### src/rtl/eddy_acq_pkg.sv
// Shared types and default parameters for the eddy-current ADC acquisition block.
package eddy_acq_pkg;

    typedef enum logic [1:0] {
        StIdle    = 2'd0,
        StConvert = 2'd1,
        StShift   = 2'd2
    } acq_state_e;

    localparam int unsigned DefDataWidth  = 18;
    localparam int unsigned DefConvCycles = 100;
    localparam int unsigned DefSclkDiv    = 4;

    // Counter width for a terminal count, never narrower than one bit.
    function automatic int unsigned cnt_width(input int unsigned n);
        return (n > 1) ? $clog2(n) : 1;
    endfunction

endpackage

### src/rtl/sclk_gen.sv
// Enable-gated serial clock divider: sclk toggles every SCLK_DIV cycles while
// enabled and is held low with the divider cleared when disabled.
module sclk_gen #(
    parameter int unsigned SCLK_DIV = 4
) (
    input  logic clk,
    input  logic rst,
    input  logic en,
    output logic sclk,
    output logic rise,
    output logic fall
);
    import eddy_acq_pkg::*;

    localparam int unsigned DivW = cnt_width(SCLK_DIV);
    localparam logic [DivW-1:0] DivLast = DivW'(SCLK_DIV - 1);

    logic [DivW-1:0] cnt_q, cnt_d;
    logic            sclk_q, sclk_d;
    logic            tick;

    // Half-period counter and toggle; rise/fall flag the edge on which sclk flips.
    always_comb begin
        cnt_d  = cnt_q;
        sclk_d = sclk_q;
        tick   = en && (cnt_q == DivLast);
        if (!en) begin
            cnt_d  = '0;
            sclk_d = 1'b0;
        end else if (cnt_q == DivLast) begin
            cnt_d  = '0;
            sclk_d = ~sclk_q;
        end else begin
            cnt_d = cnt_q + 1'b1;
        end
        rise = tick && !sclk_q;
        fall = tick && sclk_q;
    end

    // Divider state.
    always_ff @(posedge clk or posedge rst) begin
        if (rst) begin
            cnt_q  <= '0;
            sclk_q <= 1'b0;
        end else begin
            cnt_q  <= cnt_d;
            sclk_q <= sclk_d;
        end
    end

    assign sclk = sclk_q;

endmodule

### src/rtl/eddy_current_sensor_acq.sv
// Trigger/enable/done responder that runs one conversion-and-serial-read of an
// eddy-current ADC per accepted trigger and holds the sample with a level done.
module eddy_current_sensor_acq
    import eddy_acq_pkg::*;
#(
    parameter int unsigned DATA_WIDTH  = DefDataWidth,
    parameter int unsigned CONV_CYCLES = DefConvCycles,
    parameter int unsigned SCLK_DIV    = DefSclkDiv
) (
    input  logic                  clk,
    input  logic                  rst,
    input  logic                  trigger,
    input  logic                  en,
    input  logic                  miso,
    output logic                  cnv,
    output logic                  sclk,
    output logic [DATA_WIDTH-1:0] data,
    output logic                  done,
    output logic                  busy,
    output logic                  overrun
);

    localparam int unsigned ConvW = $clog2(CONV_CYCLES + 1);
    localparam int unsigned BitW  = $clog2(DATA_WIDTH + 1);
    localparam logic [ConvW-1:0] ConvLast = ConvW'(CONV_CYCLES - 1);
    localparam logic [BitW-1:0]  BitLast  = BitW'(DATA_WIDTH);

    acq_state_e            state_q, state_d;
    logic [ConvW-1:0]      conv_cnt_q, conv_cnt_d;
    logic [BitW-1:0]       bit_cnt_q, bit_cnt_d;
    logic [DATA_WIDTH-1:0] shreg_q, shreg_d;
    logic [DATA_WIDTH-1:0] data_q, data_d;
    logic                  done_q, done_d;
    logic                  busy_q, busy_d;
    logic                  cnv_q, cnv_d;
    logic                  overrun_q, overrun_d;

    logic sclk_en, sclk_rise, sclk_fall;

    // Gating with en makes an abort pull sclk low on the same edge the FSM leaves SHIFT.
    assign sclk_en = (state_q == StShift) && en;

    sclk_gen #(
        .SCLK_DIV (SCLK_DIV)
    ) u_sclk_gen (
        .clk  (clk),
        .rst  (rst),
        .en   (sclk_en),
        .sclk (sclk),
        .rise (sclk_rise),
        .fall (sclk_fall)
    );

    // Next-state logic for the acquisition FSM and its registered outputs.
    always_comb begin
        state_d    = state_q;
        conv_cnt_d = conv_cnt_q;
        bit_cnt_d  = bit_cnt_q;
        shreg_d    = shreg_q;
        data_d     = data_q;
        done_d     = done_q;
        busy_d     = busy_q;
        cnv_d      = cnv_q;
        overrun_d  = overrun_q;
        unique case (state_q)
            StIdle: begin
                if (trigger && en) begin
                    state_d    = StConvert;
                    conv_cnt_d = '0;
                    bit_cnt_d  = '0;
                    shreg_d    = '0;
                    done_d     = 1'b0;
                    overrun_d  = 1'b0;
                    busy_d     = 1'b1;
                    cnv_d      = 1'b1;
                end
            end
            StConvert: begin
                if (!en) begin
                    state_d    = StIdle;
                    conv_cnt_d = '0;
                    busy_d     = 1'b0;
                    cnv_d      = 1'b0;
                end else begin
                    if (trigger) begin
                        overrun_d = 1'b1;
                    end
                    if (conv_cnt_q == ConvLast) begin
                        state_d    = StShift;
                        conv_cnt_d = '0;
                        cnv_d      = 1'b0;
                    end else begin
                        conv_cnt_d = conv_cnt_q + 1'b1;
                    end
                end
            end
            StShift: begin
                if (!en) begin
                    state_d   = StIdle;
                    bit_cnt_d = '0;
                    busy_d    = 1'b0;
                end else begin
                    // A trigger on the completion edge still counts as an overrun.
                    if (trigger) begin
                        overrun_d = 1'b1;
                    end
                    if (sclk_rise) begin
                        shreg_d   = {shreg_q[DATA_WIDTH-2:0], miso};
                        bit_cnt_d = bit_cnt_q + 1'b1;
                    end
                    // Completion on the falling edge after the last bit's high half.
                    if (sclk_fall && (bit_cnt_q == BitLast)) begin
                        state_d   = StIdle;
                        bit_cnt_d = '0;
                        data_d    = shreg_q;
                        done_d    = 1'b1;
                        busy_d    = 1'b0;
                    end
                end
            end
            default: begin
                state_d = StIdle;
            end
        endcase
    end

    // FSM state, counters and registered outputs.
    always_ff @(posedge clk or posedge rst) begin
        if (rst) begin
            state_q    <= StIdle;
            conv_cnt_q <= '0;
            bit_cnt_q  <= '0;
            shreg_q    <= '0;
            data_q     <= '0;
            done_q     <= 1'b0;
            busy_q     <= 1'b0;
            cnv_q      <= 1'b0;
            overrun_q  <= 1'b0;
        end else begin
            state_q    <= state_d;
            conv_cnt_q <= conv_cnt_d;
            bit_cnt_q  <= bit_cnt_d;
            shreg_q    <= shreg_d;
            data_q     <= data_d;
            done_q     <= done_d;
            busy_q     <= busy_d;
            cnv_q      <= cnv_d;
            overrun_q  <= overrun_d;
        end
    end

    assign cnv     = cnv_q;
    assign data    = data_q;
    assign done    = done_q;
    assign busy    = busy_q;
    assign overrun = overrun_q;

endmodule

### config.mk
export PLATFORM = sky130hd
export DESIGN_NAME = eddy_current_sensor_acq
export DESIGN_NICKNAME = d
export VERILOG_FILES = /design/src/rtl/eddy_acq_pkg.sv /design/src/rtl/sclk_gen.sv /design/src/rtl/eddy_current_sensor_acq.sv
export SDC_FILE = /design/constraint.sdc
export NUM_CORES = 1
export LEC_CHECK = 0
export CAP_MARGIN = 20
export CORE_AREA = 4 4 75 77
export CTS_BUF_LIST = sky130_fd_sc_hd__clkbuf_4 sky130_fd_sc_hd__clkbuf_8 sky130_fd_sc_hd__clkbuf_16
export CTS_CLUSTER_DIAMETER = 30
export DETAILED_ROUTE_END_ITERATION = 12
export DIE_AREA = 0 0 79 81
export MAX_ROUTING_LAYER = met4
export PLACE_DENSITY_LB_ADDON = 0.08
export SLEW_MARGIN = 40
export SYNTH_ARGS = -nofsm -noshare
export SYNTH_HDL_FRONTEND = slang
export SYNTH_HIERARCHICAL = 1
export SYNTH_SLANG_ARGS = --single-unit
### constraint.sdc
create_clock -name clk -period 3.2 [get_ports clk]
set_input_delay 0.48 -clock clk [delete_from_list [all_inputs] [get_ports clk]]
set_output_delay 0.48 -clock clk [all_outputs]
set_load 0.01 [all_outputs]
Yosys cells after proc, flatten, opt, wreduce, memory -nomap -nowiden
Index checks and enable logic that the tools add are counted.
W data, S select, Z words.
{ "classes": {"addsub": 3, "n_shift": 0, "n_mul": 0, "reduce_logical": 22, "muxes": 38, "eq_ne": 16, "bitwise": 1, "n_div": 0, "n_lt_le_gt_ge": 0} }
{ "op_table": {"columns": ["operator", "n"], "rows": [
  ["$mux W18", 3],
  ["$pmux W18 S2", 1],
  ["$mux W7", 3],
  ["$mux W5", 4],
  ["$reduce_and A4 Y1", 4],
  ["$mux W2", 7],
  ["$pmux W7 S2", 1],
  ["$mux W1", 13],
  ["$reduce_and A3 Y1", 4],
  ["$ne A2 B2 Y1 const B", 5],
  ["$pmux W5 S2", 1],
  ["$add A7 B1 Y7 const B", 1],
  ["$eq A7 B7 Y1 const B", 1],
  ["$logic_and A1 B1 Y1", 6],
  ["$ne A2 B1 Y1 const B", 3],
  ["$pmux W1 S2", 3],
  ["$pmux W2 S3", 1],
  ["$reduce_bool A2 Y1", 3],
  ["$add A5 B1 Y5 const B", 1],
  ["$eq A5 B5 Y1 const B", 1],
  ["$eq A2 B2 Y1 const B", 2],
  ["$ne A4 B3 Y1 const B", 1],
  ["$ne A3 B2 Y1 const B", 1],
  ["$ne A3 B3 Y1 const B", 1],
  ["9 further kinds", 9]
]} }
{ "totals": {"latch_bits": 0, "wordCells": 91, "mem_bits_ro": 0, "out_inout_bits": 23, "mem_bits_rw": 0, "register_bits": 57, "memories": 0, "in_bits": 5} }

Logic depth before layout (Yosys ltp)
Gate-level depths: netlist of run 1.
{ "logic_depth": {"depth_word": 8, "depth_mapped": 11, "depth_no_buf": 10} }

Modules after synthesis
The synthesis of run 1 kept the hierarchy.
{ "modules_own_cells": {"columns": ["module", "cells_each", "area_each_um2", "n_inst", "seq_area_each_um2"], "rows": [
  ["eddy_current_sensor_acq", 224, 2441.1, 1, 1351.3],
  ["sclk_gen", 12, 135.1, 1, 75.1]
]} }

Least setup slack after synthesis of run 1
No wires, ideal clock.
{ "synth_timing": {"kind": "input to register", "from": "in en", "to": "reg data_q[0], in the netlist data[0]", "required_time_ns": 3.075, "arrival_ns": 2.201, "n_path_buf": 2, "setup_ns": 0.125, "stages": 8, "slack_ns": 0.875, "path_cell_list": "clkbuf_1 > nand2_1 > inv_1 > and3_2 > nand2_1 > nor3_4 > buf_8 > mux2_2"} }
{ "synth_via": {"elab_chain_cells": 5} }
{ "synth_lines": {"columns": ["item", "line_no", "rtl"], "rows": [
  ["start, declared", "eddy_current_sensor_acq.sv:13", "input logic en,"],
  ["$logic_and A1 B1 Y1", "eddy_current_sensor_acq.sv:41", "assign sclk_en = (state_q == StShift) && en;"],
  ["net sclk_en", "eddy_current_sensor_acq.sv:38", "logic sclk_en, sclk_rise, sclk_fall;"],
  ["$logic_and A1 B1 Y1", "sclk_gen.sv:26", "tick = en && (cnt_q == DivLast);"],
  ["$logic_and A1 B1 Y1", "sclk_gen.sv:37", "fall = tick && sclk_q;"],
  ["net sclk_fall", "eddy_current_sensor_acq.sv:38", null],
  ["$logic_and A1 B1 Y1", "eddy_current_sensor_acq.sv:112", "if (sclk_fall && (bit_cnt_q == BitLast)) begin"],
  ["$reduce_and A3 Y1 (no source line)", null, null],
  ["end signal, assigned", "eddy_current_sensor_acq.sv:144", "data_q <= data_d;"],
  ["end, declared", "eddy_current_sensor_acq.sv:32", "logic [DATA_WIDTH-1:0] data_q, data_d;"]
]} }
The timed path passes the listed nets, and every way through them passes these cells.
A chain may end at the register's enable or synchronous reset.

Worst setup path in the final report of run 1
{ "layout_timing": {"from": "in en", "to": "reg data_q[4], in the netlist data[4]"} }
Same word-level chain as after synthesis.

==> metrics.txt, run 1 <==
Seq/Total Area, Yosys 0.554; DRC errors left 0; vias post-DR between 1,500 and 2,000; Starting Density 0.514; Final Hold Vio Count 0; fin nets 282; Post-DRT Antenna Nets 0; Die Height 81 um; Ports 28; Final setup viols 0; Total Routing Usage GR 0.178; Hold Crit Class in -> async; root buf cell clkbuf_8; GPL Wtd Cong 0.792; Diodes inserted 0; Critical Path RT 3.41 ns; crit path launch type input port; first-pass GRT wire length 8460 um; worst slew pin tran 0.435 ns; CP Max Fanout 19; status completed; total grt overflow 0; #FFs+latches synth 57; Synth Instances 236; commonest non-fill, non-tap cell in the layout dfrtp_1; core area 5010 um^2; Clock Skew 0.00894 ns; unique cell type count in the Yosys netlist 38; clock latency on the worst-skew pair 0.33 ns; async set-reset flop share out of synthesis 1.00; fillcell total 423; placed cell count 328; Max transition margin 0.708; setup bufs post-CTS 0; Die ar. 6400 um^2; Worst-path clk slew 0.06 ns; top_reg_cell synth dfrtp_1; P per Cell Area 578 nW/um^2; leak pwr 0.00146 uW; fin. max-slew vios 0; setup TNS 0 ns; Place WS 0.387 ns; Max H-tree Level 3; IO Port Bufs 27; Final Non-Filler Cells 344; vias in the first global route 1,853; Area Growth Syn to Fin 22.4%; Max Cap Violations 0; post-synthesis cell area 2580 um^2; Die X 79 um; drt wl/cell 13.5 um; period utilisation layout 0.768; Syn. warnings 6; final setup margin 0.741 ns; highest-count cells in the layout ignoring fill and taps dfrtp_1, nand2_1, clkdlybuf4s50_1, o21ai_0, mux2_2; row cnt 26; CTS tree built; largest net degree at the start of global routing 55; clk buf depth 2; clk sinks 57; DRT Wirelength between 4000 and 5000 um; Worst VDD drop 0.000330 V; Detailed Route Iter0 Violations between 70 and 80; layout cells sized above 1 0.172; post-DP HPWL 3130 um; final critical-path required period 2.46 ns; kind of critical path in -> reg; post_cts resized 0; initial antenna violation count 0; worst path arrival time 2.67 ns; Syn Area/Cell around 11 um^2; RSZ-0062 raised after global routing no; Synthesized Nets 249; number of synthesized flops with an enable pin 0; crit end category flop; Fmax 407 MHz; hold_buf cts 0; DRT Pass-1 Iters 4; CTS Buf Count 9; Via density roughly 5.3
-- worst paths after layout --
path                                               start                             to  slack (ns)  cells past startpoint
max in group asynchronous                            rst               done$_DFFE_PP0P_        2.39                      3
hold / removal                                       rst    u_sclk_gen/sclk$_DFFE_PP0P_        0.37                      2
setup reg to reg                  state_q[0]$_DFFE_PP0P_            data[4]$_DFFE_PP0P_        0.87                      9
hold reg to reg            u_sclk_gen/cnt_q[0]$_DFF_PP0_  u_sclk_gen/cnt_q[0]$_DFF_PP0_        0.43                      1
min in group clk           u_sclk_gen/cnt_q[0]$_DFF_PP0_  u_sclk_gen/cnt_q[0]$_DFF_PP0_        0.43                      1
setup / recovery                                      en            data[4]$_DFFE_PP0P_        0.74                      8
-- final cells by class --
| cell class | count | area (um^2) | area share |
|---|---|---|---|
| timing repair buffer | 31 | 313 | 0.0992 |
| clock inverter | 2 | 35.0 | 0.0111 |
| inverter | 7 | 26.3 | 0.00833 |
| clock buffer | 14 | 180 | 0.0571 |
| tap | 70 | 87.6 | 0.0278 |
| sequential | 57 | 1430 | 0.452 |
| multi-input combinational | 163 | 1080 | 0.344 |
-- worst max-delay path: stages --
cell	delay [ns]
clkdlybuf4s50_1	0.60
nand2_1	0.21
inv_1	0.19
and3_2	0.23
nand2_1	0.11
nor3_4	0.19
buf_4	0.29
mux2_2	0.37
-- stage by stage --
step                hold WS (ns)  utilization  power, uW  cell area (um^2)
finish                     0.370        0.629       1820              3150
global route               0.372        0.629       1930              3150
CTS                        0.341        0.629       1860              3150
detailed placement         0.429        0.586       1130              2940
global placement           0.426        0.586       1130              2940
floorplan                  0.234            -       1020              2580
-- flip-flops by register name (all words and copies together) (netlist names) --
signal,count
overrun,1
busy,1
data,18
bit_cnt_q,5
u_sclk_gen/sclk,1
shreg_q,18
conv_cnt_q,7
u_sclk_gen/cnt_q,2
done,1
cnv,1
state_q,2
-- logic make-up after synthesis --
family / synth area share
simple gates: 0.156
buf+inv: 0.0277
compound gates: 0.117
mux: 0.0869
flops: 0.554
xor+xnor: 0.0204
fa+ha+maj: 0.0389
-- power breakdown --
part / internal (uW) / total [uW] / switching, uW
clock network: 440 / 706 / 266
logic: 128 / 318 / 190
registers: 762 / 798 / 36.3
-- layer usage --
layer / vias up / GRT usage / wire (um)
met2: 30 / 0.268 / 2130
met5: - / - / 0
li1: 894 / - / -
met1: 880 / 0.222 / 2260
met3: 8 / 0.0654 / 177
met4: 0 / 0.0670 / 78
-- Yosys cell counts, drive strengths merged, types with 2 or more instances --
cell     instances  area (um^2)
dfrtp           57         1430
a31oi            2         12.5
and4             2         17.5
mux2            19          214
and3             4         26.3
o2111ai          4         35.0
nand2b           3         18.8
inv              7         26.3
nor4b            2         17.5
a211o            2         18.8
nand3            4         20.0
o211ai           3         22.5
ha               8          100
and2             3         18.8
o21ai           26          130
nor3             3         26.3
nand2           44          165
clkbuf           8         30.0
xor2             6         52.6
nor2            10         37.5
o31ai            2         15.0
nor3b            4         30.0
Note: power is estimated with default switching activity, not from simulation.
==> run 2, diff against run 1 <==
==> constraint.sdc (replaced) <==
create_clock -name clk -period 2.4 [get_ports clk]
set_input_delay 0.36 -clock clk [delete_from_list [all_inputs] [get_ports clk]]
set_output_delay 0.36 -clock clk [all_outputs]
set_load 0.01 [all_outputs]
==> run 2 against run 1 <==
  * Non-clock buffer count increased by 4
  * Wire length increased by 3.8%
  * Critical path type is now reg -> reg
  * Clock skew decreased by 0.0046 ns
  * Total power increased by 34%
  * Core utilization increased by 0.82 points
  * Clock power increased by 35%
  * Final area increased by 1.3%
==> metrics.txt, run 2 (synthesis gave the netlist of run 1 again) <==
status completed; Detailed Route Iter0 Violations 125; fin nets 286; DRT Pass-1 Iters 4; CTS tree built; CTS Buf Count 9; RSZ-0062 raised after global routing no; fin. max-slew vios 0; vias post-DR between 1,500 and 2,000; Die ar. 6400 um^2; Diodes inserted 0; Area Growth Syn to Fin 24.0%; period utilisation layout 0.874; crit end category flop; worst setup path startpoint state_q[0]$_DFFE_PP0P_; post-DP HPWL about 3100 um; Post-DRT Antenna Nets 0; crit-path cells inv_1 -> ha_1 -> nand2_1 -> inv_1 -> and3_2 -> nand2_1 -> nor3_4 -> buf_12 -> mux2_2; stages on the worst setup path 9; Critical Path Max Stage Delay 0.42 ns; final critical-path required period 2.10 ns; CP top delay family simple AND/OR/NAND/NOR gates; worst slew pin tran about 0.43 ns; Worst-path clk slew 0.06 ns; Starting Density 0.514; setup TNS 0 ns; Max H-tree Level 3; Ports 28; FF-to-FF End data[11]$_DFFE_PP0P_; Worst VDD drop ~0.00047 V; crit path launch type flop; vias in the first global route between 1,500 and 2,000; layout cells sized above 1 0.181; leak pwr 0.00148 uW; largest net degree at the start of global routing 55; slowest cell on the critical path dfrtp_1; Clock Skew 0.00437 ns; total grt overflow 0; Final Non-Filler Cells 347; Die Height 81 um; first-pass GRT wire length 8390 um; Total Routing Usage GR 0.178; Final setup viols 0; Fmax approximately 480 MHz; CP Max Fanout 18; worst reg-to-reg path cell count 9; kind of critical path reg -> reg; clk buf depth 2; setup bufs post-CTS 0; P per Cell Area 765 nW/um^2; commonest non-fill, non-tap cell in the layout dfrtp_1; Crit path buffers/inverters 3; r2r setup slk roughly 0.30 ns; row cnt 26; Final Hold Vio Count 0; GPL Wtd Cong 0.810; hold_buf cts 0; clk sinks 57; drt wl/cell 13.9 um; clock latency on the worst-skew pair 0.33 ns; placed cell count ~330; DRT Wirelength 4830 um; core area 5010 um^2; Max transition margin 0.712; DRC errors left 0; launch point of the worst reg-to-reg path state_q[0]$_DFFE_PP0P_; post_cts resized 0; Critical Path RT 2.61 ns; highest-count cells in the layout ignoring fill and taps dfrtp_1, nand2_1, clkdlybuf4s50_1, o21ai_0, mux2_2; initial antenna violation count 0; Via density 5.28; Hold Crit Class in -> async; IO Port Bufs 27; Die X roughly 80 um; Max Cap Violations 0; root buf cell clkbuf_8; worst path arrival time 2.31 ns
==> run 2: changes by cell type in the layout (fill, tap and decap cells not counted), sizes merged <==
| cell | previous run | this run |
|---|---|---|
| buf | 4 | 8 |
| clkbuf | 14 | 13 |
==> run 2: worst max path at each step <==
stage,slack [ns],endpoint
after CTS,0.30,data[10]$_DFFE_PP0P_
after global placement,0.18,bit_cnt_q[2]$_DFFE_PP0P_
after detailed placement,0.18,data[8]$_DFFE_PP0P_
after floorplan,0.1,data[0]$_DFFE_PP0P_
after global routing,0.14,data[10]$_DFFE_PP0P_
final,0.30,data[11]$_DFFE_PP0P_
==> run 2: worst reg2reg max path, cell delays in order, from the launching register on <==
cell and delay (ns):
dfrtp_1 0.42, inv_1 0.10, ha_1 0.18, nand2_1 0.08, inv_1 0.07, and3_2 0.21, nand2_1 0.11, nor3_4 0.27
buf_12 0.20, mux2_2 0.35
==> run 2: metal layers <==
metal  vias to the layer above  GRT usage  routed length (um)
met3                        13     0.0344                 174
met5                         -          -                   0
met4                         0      0.112                 123
met2                        36      0.262                2210
li1                        907          -                   -
met1                       875      0.228                2320
==> run 2: per-stage QoR <==
| stage | setup slack, ns | cell area [um^2] | hold WS (ns) | total power [uW] | utilization |
|---|---|---|---|---|---|
| after global placement | 0.180 | 2980 | 0.431 | 1500 | 0.595 |
| final | 0.303 | 3190 | 0.266 | 2440 | 0.638 |
| after CTS | 0.302 | 3190 | 0.266 | 2460 | 0.638 |
| after detailed placement | 0.178 | 2980 | 0.437 | 1500 | 0.595 |
| after global routing | 0.136 | 3190 | 0.277 | 2580 | 0.638 |
| after floorplan | 0.0990 | 2580 | 0.114 | 1360 | - |
==> run 2: layout make-up <==
| type | instances | area [um^2] |
|---|---|---|
| fill | 444 | 1820 |
| sequential | 57 | 1430 |
| multi-input combinational | 163 | 1080 |
| timing repair buffer | 35 | 355 |
| clock buffer | 13 | 179 |
| tap | 70 | 87.6 |
| clock inverter | 2 | 35.0 |
| inverter | 7 | 26.3 |
==> run 2: power by group <==
part	internal (uW)	leakage [uW]	switching, uW
sequential	1020	0.000787	49.6
combinational	171	0.000585	252
clock	585	0.000112	369
total	1770	0.00148	670
==> run 3, diff against run 2 <==
--- a/config.mk
+++ b/config.mk
@@ -6,13 +6,15 @@
 export NUM_CORES = 1
 export LEC_CHECK = 0
 export CAP_MARGIN = 20
-export CORE_AREA = 4 4 75 77
+export CORE_AREA = 2 2 73 75
 export CTS_BUF_LIST = sky130_fd_sc_hd__clkbuf_4 sky130_fd_sc_hd__clkbuf_8 sky130_fd_sc_hd__clkbuf_16
 export CTS_CLUSTER_DIAMETER = 30
 export DETAILED_ROUTE_END_ITERATION = 12
-export DIE_AREA = 0 0 79 81
+export DIE_AREA = 0 0 75 77
+export DONT_BUFFER_PORTS = 1
 export MAX_ROUTING_LAYER = met4
 export PLACE_DENSITY_LB_ADDON = 0.08
+export SETUP_SLACK_MARGIN = 0.05
 export SLEW_MARGIN = 40
 export SYNTH_ARGS = -nofsm -noshare
 export SYNTH_HDL_FRONTEND = slang
==> run 3 against run 2 <==
  * Fmax decreased by 4.2%
  * Core utilization decreased by 5.3 points
  * Via count decreased by 7.6%
  * Count of clock-buffer cells in the layout unchanged
  * Highest routed layer unchanged
  * Worst hold slack got worse by 0.072 ns
  * Critical path depth unchanged
  * Worst setup slack got worse by 0.091 ns
==> metrics.txt, run 3 (synthesis gave the netlist of run 1 again) <==
clk buf depth 2; Max Cap Violations 0; Final setup viols 0; fin nets 257; Detailed Route Iter0 Violations 107; Final Hold Vio Count 0; vias post-DR 1,691; Worst-path clk slew 0.07 ns; IO Port Bufs 0; clock network power share 0.404; vias in the first global route ~1,700; Starting Density 0.518; Post-DRT Antenna Nets 0; Diodes inserted 0; Gate power share 0.148; Max H-tree Level 3; root buf cell clkbuf_8; DRT Wirelength 4830 um; crit path launch type flop; Die ar. 5780 um^2; Int Power 1730 uW; drt wl/cell 15.1 um; post-DP HPWL 3310 um; setup TNS 0 ns; total grt overflow 0; largest net degree at the start of global routing 55; RSZ-0062 raised after global routing no; Total Routing Usage GR 0.195; DRC errors left 0; layout cells sized above 1 0.193; Ports 28; initial antenna violation count 0; sequential power share 0.448; Fmax 457 MHz; kind of critical path reg -> reg; post_cts resized 0; DP Area 2680 um^2; P per Cell Area roughly 830 nW/um^2; Sw Share 0.279; CTS Buf Count 9; leak pwr 0.00137 uW; Max transition margin 0.692; DRT Pass-1 Iters 4; Hold Crit Class in -> reg; setup bufs post-CTS 0; Critical Path RT ~2.6 ns; first-pass GRT wire length ~8000 um; highest-count cells in the layout ignoring fill and taps dfrtp_1, nand2_1, o21ai_0, mux2_2, clkbuf_8; worst slew pin tran 0.460 ns; status completed; fin. max-slew vios 0; clk sinks 57; Final Cell Area 2910 um^2; CTS tree built; GPL Wtd Cong slightly above 0.8; worst path arrival time 2.40 ns; commonest non-fill, non-tap cell in the layout dfrtp_1; Via density 5.30; final critical-path required period 2.19 ns; CP Max Fanout 19; Die Height 77 um; Clock Skew 0.00672 ns; period utilisation layout 0.912; row cnt 26; core area 4980 um^2; NetSw 673 uW; Worst VDD drop 0.000513 V; crit end category flop; Die X 75 um; Area Growth Syn to Fin 13.0%; clock latency on the worst-skew pair 0.33 ns
[run 3: cell types whose count changed in the layout (fill, tap and decap cells not counted), sizes merged]
cell and change:
clkdlybuf4s50 -27, clkinvlp +1, buf -3, dlygate4sd3 +1
[run 3: what timing repair did]
item | 4_1_cts | 5_1_grt
endpoints found under the hold margin | 57 | 0
hold buffers | 1 | 0
setup endpoints to repair | 0 | 0
[run 3: worst paths after layout]
kind	slack (ns)	start	endpoint	cells past startpoint
max in group asynchronous	1.62	rst	data[4]$_DFFE_PP0P_	3
worst min-delay path	0.19	miso	shreg_q[0]$_DFFE_PP0P_	2
worst max register to register	0.21	state_q[0]$_DFFE_PP0P_	data[14]$_DFFE_PP0P_	9
worst min register to register	0.45	u_sclk_gen/cnt_q[0]$_DFF_PP0_	u_sclk_gen/cnt_q[0]$_DFF_PP0_	1
min in group asynchronous	0.38	rst	u_sclk_gen/cnt_q[0]$_DFF_PP0_	2
worst max-delay path	0.21	state_q[0]$_DFFE_PP0P_	data[14]$_DFFE_PP0P_	9
[run 3: power groups by stage]
stage                     combinational [uW]  sequential [uW]  clock (uW)
after floorplan                          278             1080           0
after global placement                   346             1100           0
after detailed placement                 357             1100           0
after CTS                                358             1080         994
after global routing                     405             1090        1050
final                                    355             1080         972
[run 3: critical path: stages (launching register included)]
cell and delay, ns:
dfrtp_1 0.41, inv_1 0.09, ha_1 0.17, nand2_1 0.07
inv_1 0.15, and3_2 0.23, nand2_1 0.11, nor3_4 0.18
buf_4 0.28, mux2_2 0.37
[run 3: per-stage QoR]
step,total power (uW),cells,setup slack [ns],util,hold WS [ns]
5_1_grt,2540,319,0.0675,0.585,0.179
6_report,2410,319,0.212,0.585,0.194
2_1_floorplan,1360,236,0.0990,-,0.114
4_1_cts,2430,319,0.198,0.585,0.177
3_5_place_dp,1460,302,0.215,0.537,0.123
3_3_place_gp,1440,302,0.298,0.537,0.119
[run 3: routing by layer]
layer / wire length, um / share of wire / vias up / global-route usage
li1: - / - / 845 / -
met1: 2140 / 0.44 / 815 / 0.243
met2: 2400 / 0.50 / 23 / 0.293
met3: 217 / 0.045 / 8 / 0.0657
met4: 72 / 0.015 / 0 / 0.0750
met5: 0 / 0 / - / -
[run 3: area by class of cell]
class,count,area (um^2)
fill,421,2070
sequential,57,1430
multi-input combinational,163,1080
clock buffer,13,179
tap,70,87.6
timing repair buffer,6,60.1
clock inverter,3,46.3
inverter,7,26.3
